File: config.mk
export PLATFORM = sky130hd
export DESIGN_NAME = viterbi_err_channel
export DESIGN_NICKNAME = d
export VERILOG_FILES = /design/src/rtl/viterbi_err_channel.sv
export SDC_FILE = /design/constraint.sdc
export NUM_CORES = 1
export LEC_CHECK = 0
export CAP_MARGIN = 20
export CORE_ASPECT_RATIO = 0.75
export CORE_MARGIN = 1
export CORE_UTILIZATION = 58
export DETAILED_ROUTE_END_ITERATION = 7
export HOLD_SLACK_MARGIN = 0.08
export PLACE_DENSITY = 0.87
export SLEW_MARGIN = 30
export SYNTH_ARGS = -nofsm -noshare
export SYNTH_HDL_FRONTEND = slang
export SYNTH_SLANG_ARGS = --single-unit
File: constraint.sdc
create_clock -name clk -period 10.3 [get_ports clk]
set_clock_uncertainty 0.15 [all_clocks]
set_input_delay 2.06 -clock clk [delete_from_list [all_inputs] [get_ports clk]]
set_output_delay 2.06 -clock clk [all_outputs]
set_load 0.02 [all_outputs]
File: src/rtl/viterbi_err_channel.sv
// ---------------------------------------------------------------------------
// viterbi_err_channel
//
// Error-injecting channel between the convolutional encoder and the Viterbi
// decoder. Each valid symbol is registered (1 clk latency) and XORed with an
// error pattern chosen by one of four modes:
//   0 pass-through, 1 index window, 2 LFSR random, 3 LFSR-triggered burst.
// Saturating counters report symbols accepted and bits actually flipped.
//
// Ports:
//   clk, rst        clock, asynchronous active-high reset
//   valid_i, sym_i  encoder symbol stream
//   mode_i          injection mode, sampled on each valid_i
//   bit_mask_i      bits eligible for corruption
//   thresh_i        random trigger threshold (trigger when lfsr <= thresh_i)
//   burst_len_i     burst length in symbols (0 behaves as 1)
//   win_start_i     first corrupted symbol index (window mode)
//   win_len_i       number of corrupted symbols (window mode)
//   clr_i           synchronous clear of counters, index, LFSR, burst state
//   valid_o, sym_o  corrupted symbol stream, err_o = applied error pattern
//   sym_ct_o        valid symbols accepted since reset/clear
//   bad_bit_ct_o    total flipped bits
//   sat_o           sticky: either counter has saturated
// ---------------------------------------------------------------------------
module viterbi_err_channel #(
  parameter int          SYMW = 2,
  parameter int          CNTW = 32,
  parameter logic [15:0] SEED = 16'hACE1
) (
  input  logic            clk,
  input  logic            rst,
  input  logic            valid_i,
  input  logic [SYMW-1:0] sym_i,
  input  logic [1:0]      mode_i,
  input  logic [SYMW-1:0] bit_mask_i,
  input  logic [15:0]     thresh_i,
  input  logic [3:0]      burst_len_i,
  input  logic [CNTW-1:0] win_start_i,
  input  logic [CNTW-1:0] win_len_i,
  input  logic            clr_i,
  output logic            valid_o,
  output logic [SYMW-1:0] sym_o,
  output logic [SYMW-1:0] err_o,
  output logic [CNTW-1:0] sym_ct_o,
  output logic [CNTW-1:0] bad_bit_ct_o,
  output logic            sat_o
);

  typedef enum logic {ST_NORMAL = 1'b0, ST_BURST = 1'b1} state_t;

  // An all-zero seed would lock the LFSR, so fall back to the default.
  localparam logic [15:0]     SEED_EFF = (SEED == 16'h0000) ? 16'hACE1 : SEED;
  localparam logic [CNTW-1:0] CNT_MAX  = {CNTW{1'b1}};

  localparam logic [1:0] MODE_PASS   = 2'd0;
  localparam logic [1:0] MODE_WINDOW = 2'd1;
  localparam logic [1:0] MODE_RANDOM = 2'd2;
  localparam logic [1:0] MODE_BURST  = 2'd3;

  // Registered state
  logic [15:0]     r_lfsr;
  state_t          r_state;
  logic [3:0]      r_rem;
  logic            r_valid;
  logic [SYMW-1:0] r_sym;
  logic [SYMW-1:0] r_err;
  logic [CNTW-1:0] r_sym_ct;
  logic [CNTW-1:0] r_bad_ct;
  logic            r_sat;

  // Combinational decisions for the current symbol
  logic [15:0]     w_lfsr_next;
  logic [SYMW-1:0] w_cand;
  logic [SYMW-1:0] w_low_bit;
  logic [SYMW-1:0] w_pat;
  logic            w_trig;
  logic            w_in_win;
  logic [CNTW-1:0] w_win_off;
  logic [3:0]      w_burst_m1;
  logic [SYMW-1:0] w_err;
  state_t          w_state_next;
  logic [3:0]      w_rem_next;
  logic [3:0]      w_pop;
  logic [CNTW:0]   w_bad_sum;
  logic [CNTW-1:0] w_bad_next;
  logic [CNTW-1:0] w_sym_ct_next;

  // Fibonacci form of x^16+x^14+x^13+x^11+1, shifting right; taps land on
  // bits 0,2,3,5 and feedback enters at bit 15.
  assign w_lfsr_next = {r_lfsr[0] ^ r_lfsr[2] ^ r_lfsr[3] ^ r_lfsr[5], r_lfsr[15:1]};

  // Candidate pattern from LFSR byte 1; if it misses every eligible bit we
  // still flip the lowest eligible bit so a trigger always corrupts something
  // (unless the mask is empty, in which case both terms are zero).
  assign w_cand    = bit_mask_i & r_lfsr[SYMW+7:8];
  assign w_low_bit = bit_mask_i & (~bit_mask_i + SYMW'(1));
  assign w_pat     = (w_cand != '0) ? w_cand : w_low_bit;

  assign w_trig    = (r_lfsr <= thresh_i);

  // Offset is only meaningful once the index is past the start, which keeps
  // the comparison free of wrap-around.
  assign w_win_off = r_sym_ct - win_start_i;
  assign w_in_win  = (r_sym_ct >= win_start_i) && (w_win_off < win_len_i);

  assign w_burst_m1 = (burst_len_i == 4'd0) ? 4'd0 : (burst_len_i - 4'd1);

  always_comb begin
    w_err        = '0;
    w_state_next = r_state;
    w_rem_next   = r_rem;
    case (mode_i)
      MODE_PASS: begin
        w_err = '0;
      end
      MODE_WINDOW: begin
        if (w_in_win) w_err = bit_mask_i;
      end
      MODE_RANDOM: begin
        if (w_trig) w_err = w_pat;
      end
      MODE_BURST: begin
        if (r_state == ST_BURST) begin
          // Inside a burst every symbol is hit and new triggers are ignored.
          w_err      = w_pat;
          w_rem_next = r_rem - 4'd1;
          if (r_rem == 4'd1) w_state_next = ST_NORMAL;
        end else if (w_trig) begin
          w_err      = w_pat;
          w_rem_next = w_burst_m1;
          if (w_burst_m1 != 4'd0) w_state_next = ST_BURST;
        end
      end
      default: w_err = '0;
    endcase
    // Leaving burst mode aborts any burst in progress.
    if (mode_i != MODE_BURST) begin
      w_state_next = ST_NORMAL;
      w_rem_next   = 4'd0;
    end
  end

  always_comb begin
    w_pop = 4'd0;
    for (int i = 0; i < SYMW; i++) begin
      w_pop = w_pop + {3'd0, w_err[i]};
    end
  end

  // Saturating counters: one extra bit catches the bad-bit overflow.
  assign w_bad_sum     = {1'b0, r_bad_ct} + (CNTW+1)'(w_pop);
  assign w_bad_next    = w_bad_sum[CNTW] ? CNT_MAX : w_bad_sum[CNTW-1:0];
  assign w_sym_ct_next = (r_sym_ct == CNT_MAX) ? CNT_MAX : (r_sym_ct + CNTW'(1));

  always_ff @(posedge clk or posedge rst) begin
    if (rst) begin
      r_lfsr   <= SEED_EFF;
      r_state  <= ST_NORMAL;
      r_rem    <= 4'd0;
      r_valid  <= 1'b0;
      r_sym    <= '0;
      r_err    <= '0;
      r_sym_ct <= '0;
      r_bad_ct <= '0;
      r_sat    <= 1'b0;
    end else begin
      r_valid <= valid_i;
      if (clr_i) begin
        // Clear wins over a coincident symbol: it passes clean and uncounted.
        r_lfsr   <= SEED_EFF;
        r_state  <= ST_NORMAL;
        r_rem    <= 4'd0;
        r_sym_ct <= '0;
        r_bad_ct <= '0;
        r_sat    <= 1'b0;
        r_err    <= '0;
        if (valid_i) r_sym <= sym_i;
      end else if (valid_i) begin
        r_lfsr   <= w_lfsr_next;
        r_state  <= w_state_next;
        r_rem    <= w_rem_next;
        r_err    <= w_err;
        r_sym    <= sym_i ^ w_err;
        r_sym_ct <= w_sym_ct_next;
        r_bad_ct <= w_bad_next;
        r_sat    <= r_sat | (w_sym_ct_next == CNT_MAX) | (w_bad_next == CNT_MAX);
      end else begin
        // Idle cycle: sym_o holds, no error is reported, nothing advances.
        r_err <= '0;
      end
    end
  end

  assign valid_o      = r_valid;
  assign sym_o        = r_sym;
  assign err_o        = r_err;
  assign sym_ct_o     = r_sym_ct;
  assign bad_bit_ct_o = r_bad_ct;
  assign sat_o        = r_sat;

endmodule

==> metrics.md <==
| Metric | Value |
|---|---|
| Vias per cell | `6.19` |
| Core area | `14500 sq um` |
| Crit. End Element | `register` |
| Leakage | `0.00505 uW` |
| Main flop type after synthesis | `dfrtp_1` |
| TNS Setup | `0 ns` |
| CTS sink count | `91` |
| Seq/Total Area, Yosys | `26.3%` |
| Post-synth cell types | `82` |
| Total GRT Usage | `31.6%` |
| P per Cell Area | `88.6 nW/um^2` |
| Post-DP HPWL | `18000 um` |
| Filler Cell Count | `1131` |
| Final Hold Fails | `0` |
| Top Ports | `164` |
| Nets | `1385` |
| H-tree depth | `3` |
| Drt pass-1 iters | `8` |
| Syn Area/Cell | `8.12 sq um` |
| CP bufs+invs | `4` |
| Clk_lat worst skew | `0.35 ns` |
| Slew Viols, Final | `0` |
| Delay-heaviest family, CP | `compound AO/OA/AOI/OAI gates` |
| CP Class | `input port to register` |
| Seq cells post-synth | `91` |
| Worst path slowest cell | `fa_1` |
| Initial core utilization | `59.8%` |
| Hold crit path type | `register to register` |
| F_max | `107 MHz` |
| Worst EP required | `10.43 ns` |
| Async SR Flop Fraction | `100%` |
| CP Max Fanout | `12` |
| Die area | `15500 sq um` |
| Post-synth EDFFs | `0` |
| Largest net degree at the start of global routing | `84` |
| Gpl congestion | `0.971` |
| Area grow syn2layout | `23.3%` |
| Clock period minus worst slack | `9.35 ns` |
| Drt drc | `0` |
| DIE WIDTH | `143 um` |
| First-pass GRT wire length | `39400 um` |
| Mapped Cells | `1071` |
| Total routed wirelength | `23800 um` |
| Antenna Nets Post-Route | `0` |
| Post-CTS Hold Buffers | `0` |
| Share of layout cells above drive strength 1 | `5.79%` |
| Num CTS Buffers | `9` |
| Post CTS Setup Buffer Count | `0` |
| Ys Warns | `0` |
| Status | `finished clean` |
| Clock Pin Slew Worst Setup and Hold Paths | `0.06 ns` |
| Period utilisation layout | `90.7%` |
| CTS resizes | `0` |
| CP startpoint kind | `input port` |
| Slew margin rel. | `38.6%` |
| Max stage delay on crit path | `0.51 ns` |
| DR iter-0 viols | `847` |
| Die height | `108 um` |
| Worst EP arrival | `9.48 ns` |
| Row cnt | `38` |
| TritonCTS clock tree | `yes` |
| Antenna violations before repair | `0` |
| Most common cell after layout, fill and taps aside | `clkdlybuf4s50_1` |
| Max Buffers Root-to-Sink | `2` |
| Max-cap violations | `0` |
| WL per Instance | `16.9 um` |
| Final setup fails | `0` |
| Synthesized net count | `1251` |
| Worst-Margin Slew | `0.921 ns` |
| Commonest non-fill, non-tap cells in the layout | `clkdlybuf4s50_1 (161), inv_1 (103), nor2_1 (86), ha_1 (84), dfrtp_1 (83)` |
| Clock root buffer | `clkbuf_16` |
| Syn Std Cell Area | `8700 sq um` |
| Total gr overflow | `0` |
| RSZ-0062 raised after global routing | `false` |
| Peak supply drop | `0.0913 mV` |
| Vias in the first global route | `8177` |
| DR vias | `8732` |
| Final core occ | `73.7%` |
| Number of port buffers | `163` |
| Antenna diodes | `0` |
-- final timing paths --
| kind | slack, ns | depth (start not counted) | from | end |
|---|---|---|---|---|
| worst max-delay path | 0.95 | 32 | win_start_i[0] | sat_o$_DFFE_PP0P_ |
| worst min-delay path | 0.38 | 2 | r_rem[1]$_DFFE_PP0P_ | r_rem[1]$_DFFE_PP0P_ |
| worst max register to register | 2.53 | 32 | sym_ct_o[0]$_DFFE_PP0P_ | sat_o$_DFFE_PP0P_ |
| worst min register to register | 0.38 | 2 | r_rem[1]$_DFFE_PP0P_ | r_rem[1]$_DFFE_PP0P_ |
| max in group asynchronous | 6.91 | 3 | rst | bad_bit_ct_o[11]$_DFFE_PP0P_ |
| min in group asynchronous | 1.91 | 2 | rst | err_o[1]$_DFF_PP0_ |
-- tightest hold or removal path, stage by stage (launching register included) --
cell and delay [ns]:
dfrtp_1 0.37, nand2_1 0.06, o31ai_1 0.06
-- registers in the layout, summed over array words and instances, names as in the netlist --
register      count
r_lfsr           16
sym_ct_o         32
sym_o             2
sat_o             1
r_rem             4
bad_bit_ct_o     32
valid_o           1
r_state           1
err_o             2
-- per-layer routing --
layer  part of all wire, %  global-route usage (%)  vias up
met4                   1.1                    7.52        0
met2                    46                    50.2      381
met3                   6.9                    4.87       28
li1                      -                       -     4197
met5                     0                       0        -
met1                    46                    45.2     4126
-- power breakdown --
| group | switching [uW] | internal (uW) | leakage, uW |
|---|---|---|---|
| logic | 101 | 93.7 | 0.00367 |
| clock network | 137 | 238 | 0.000158 |
| registers | 11.8 | 368 | 0.00122 |
-- layout make-up --
class                           count  area [sq um]  area share [%]
Clock buffer                       13           240            2.24
Tap cell                          200           250            2.33
Clock inverter                      3          90.1           0.840
Multi-Input combinational cell    829          5790            54.0
Timing Repair Buffer              169          1670            15.6
Inverter                          105           395            3.69
Sequential cell                    91          2290            21.3
-- cell usage after synthesis, types with 4 or more instances --
cell      count  area, sq um
o221a_2       7         78.8
nor4_1        4         25.0
nand2b_1      8         50.1
o21a_1       14          105
or3_1         4         25.0
or2_2         5         31.3
o21ai_0      46          230
a311oi_1     20          175
xnor2_1      28          245
nor2_1       86          323
and4_1        7         61.3
mux2i_1      23          230
nor2b_1      13         81.3
dfrtp_1      83         2080
and3_2        4         30.0
a21o_1       38          285
xor2_1       19          166
ha_1         84         1050
a211oi_1     30          225
o211ai_1      9         67.6
o21bai_1      4         30.0
dfstp_2       8          210
nand4_2       4         50.1
and3_1       23          144
a31oi_1      17          106
a21oi_1      80          400
nand2_1      72          270
inv_1       104          390
nand4_1      30          188
nor3_1       23          115
o21ai_1       4         20.0
nand3_1      38          190
o31ai_1       6         45.0
clkbuf_1     29          109
buf_2        10         50.1
and2_1        9         56.3
a221oi_1      4         35.0
buf_6         6         67.6
-- per-stage QoR --
| step | setup slack, ns | std cells | power, uW | cell area, sq um | hold slack [ns] |
|---|---|---|---|---|---|
| after CTS | 1.08 | 1410 | 951 | 10700 | 0.383 |
| after global placement | 1.16 | 1394 | 571 | 10400 | 0.357 |
| after detailed placement | 0.861 | 1394 | 579 | 10400 | 0.369 |
| after global routing | 0.506 | 1410 | 990 | 10700 | 0.414 |
| final | 0.953 | 1410 | 949 | 10700 | 0.378 |
| after floorplan | 2.33 | 1071 | 501 | 8700 | 0.322 |
-- cells by family (layout without fill, tap and decap cells) --
kind of cell    count (synthesis)  after routing  share of synthesized area, %
fa+ha+maj                      86             86                          12.5
mux                            27             27                          3.17
xor+xnor                       47             47                          4.73
buf+inv                       151            290                          7.22
flops                          91             91                          26.3
simple gates                  355            355                          21.6
compound gates                314            314                          24.4
No activity file was read; power rests on OpenSTA's default activity.
==> patch: new RTL, same flow settings <==
Add an input register stage for `thresh_i`, without a reset; this delays it by one clock. The other inputs are not delayed to match.
--- a/src/rtl/viterbi_err_channel.sv
+++ b/src/rtl/viterbi_err_channel.sv
@@ -59,2 +59,8 @@
 
+  logic [15:0] thresh_q;
+
+  always_ff @(posedge clk) begin
+    thresh_q <= thresh_i;
+  end
+
   // Registered state
@@ -98,3 +104,3 @@
 
-  assign w_trig    = (r_lfsr <= thresh_i);
+  assign w_trig    = (r_lfsr <= thresh_q);
 
Formal check against the unedited RTL: not equivalent (a bounded check fails within 4 cycles, from zero or initial values and one cycle with rst high).
==> patch against the unedited design <==
  * Power up 3.0%
  * Worst setup slack worse by 0.35 ns
  * Routed wire length up 6.0%
  * Via count up 4.4%
  * Critical path depth down 3
  * Sequential cell count up 16
  * Final area up 2.0%
  * Synthesized area up 2.7%
==> patch: results (changes against the unedited design) <==
status finished, final reports clean (unchanged); via-per-instance ratio 6.30 (was 6.19); reg2reg setup slack 2.21 ns (was 2.53 ns); Worst EP arrival 9.82 ns (was 9.48 ns); Post-Synthesis Net Count 1,292 (was 1,251); DR pass1 iterations 6 (was 8); via count 9,115 (was 8,732); post-DP HPWL 18,800 um (was 18,000 um); WL/cell 17.4 um (was 16.9 um); reg2reg path depth 27 (was 32); Cells after DPL 1,430 (was 1,394); GR Util met2 0.502 (about the same); Worst R2R Start sym_ct_o[8]$_DFFE_PP0P_ (was sym_ct_o[0]$_DFFE_PP0P_); routability cong. 0.958 (was 0.971); slew at the pin with the worst max-slew slack 0.929 ns (was 0.921 ns); Place WS 0.415 ns (was 0.861 ns); wire length on met2 11,200 um (was 10,900 um); drt initial violations 870 (was 847); GRT Resource Usage Total 0.322 (was 0.316); largest cells by area after synthesis dfrtp_1 (23%), ha_1 (12%), nor2_1 (4.7%) (was dfrtp_1 (24%), ha_1 (12%), a21oi_1 (4.6%)); sequential area share after synthesis 0.292 (was 0.263); hold path endpoint sym_o[0]$_DFFE_PP0P_ (was r_rem[1]$_DFFE_PP0P_); CP Launch Point win_start_i[8] (was win_start_i[0]); M1 wire length 11,000 um (about the same); Hold Startpoint sym_o[0]$_DFFE_PP0P_ (was r_rem[1]$_DFFE_PP0P_); crit path max fanout 7 (was 12); Max VDD drop 0.104 mV (was 0.0913 mV); met3 usage 0.0635 (was 0.0487); commonest cells in the netlist nor2_1 (112), inv_1 (111), ha_1 (84) (was inv_1 (104), nor2_1 (86), ha_1 (84)); first-pass GRT wire length 41,500 um (was 39,400 um)
-- patch: cell count changes after synthesis, moves of 10 or more --
cell	before	now
dfxtp_1	0	16
a21o_1	38	14
nor3_1	23	35
nor2_1	86	112
nand2_1	72	82
-- patch: worst max-delay path: cells and delay by family --
| family | cells | cell delay [ns] |
|---|---|---|
| AOI/OAI and AO/OA | 10 | 2.71 |
| adders and majority gates | 4 | 1.40 |
| xor gates and xnor gates | 2 | 0.31 |
| and+or+nand+nor | 10 | 2.76 |
| buffers and inverters | 3 | 0.58 |
-- patch: logic make-up (layout without fill, tap and decap cells) --
kind of cell / after synthesis / in the layout / synth area share
fa+ha+maj: 86 / 86 / 0.122
xor+xnor: 46 / 46 / 0.0451
compound gates: 272 / 272 / 0.203
flops: 107 / 107 / 0.292
mux: 29 / 29 / 0.0328
simple gates: 412 / 412 / 0.236
buf+inv: 160 / 294 / 0.0688
-- patch: area by class of cell --
cell class	instances	area share
Clock buffer	10	0.0219
Clock inverter	6	0.00423
Inverter	111	0.0382
Multi-Input combinational cell	845	0.523
Sequential cell	107	0.239
Tap cell	200	0.0229
Timing Repair Buffer	167	0.151
-- patch: power breakdown --
| part | internal, W | leakage (nW) | total (W) | switching, W |
|---|---|---|---|---|
| combinational | 0.0000917 | 3.36 | 0.000195 | 0.000104 |
| sequential | 0.000432 | 1.36 | 0.000444 | 0.0000123 |
| clock | 0.000174 | 0.144 | 0.000338 | 0.000165 |
| total | 0.000697 | 4.86 | 0.000978 | 0.000281 |
-- patch: through the flow --
stage	hold WS [ns]	power [W]	instance area, sq um	util
floorplan	0.345	0.000565	8930	-
global placement	0.366	0.000636	10600	0.722
detailed placement	0.387	0.000643	10600	0.722
CTS	0.401	0.000978	10900	0.741
global route	0.425	0.00102	10900	0.742
finish	0.397	0.000978	10900	0.742
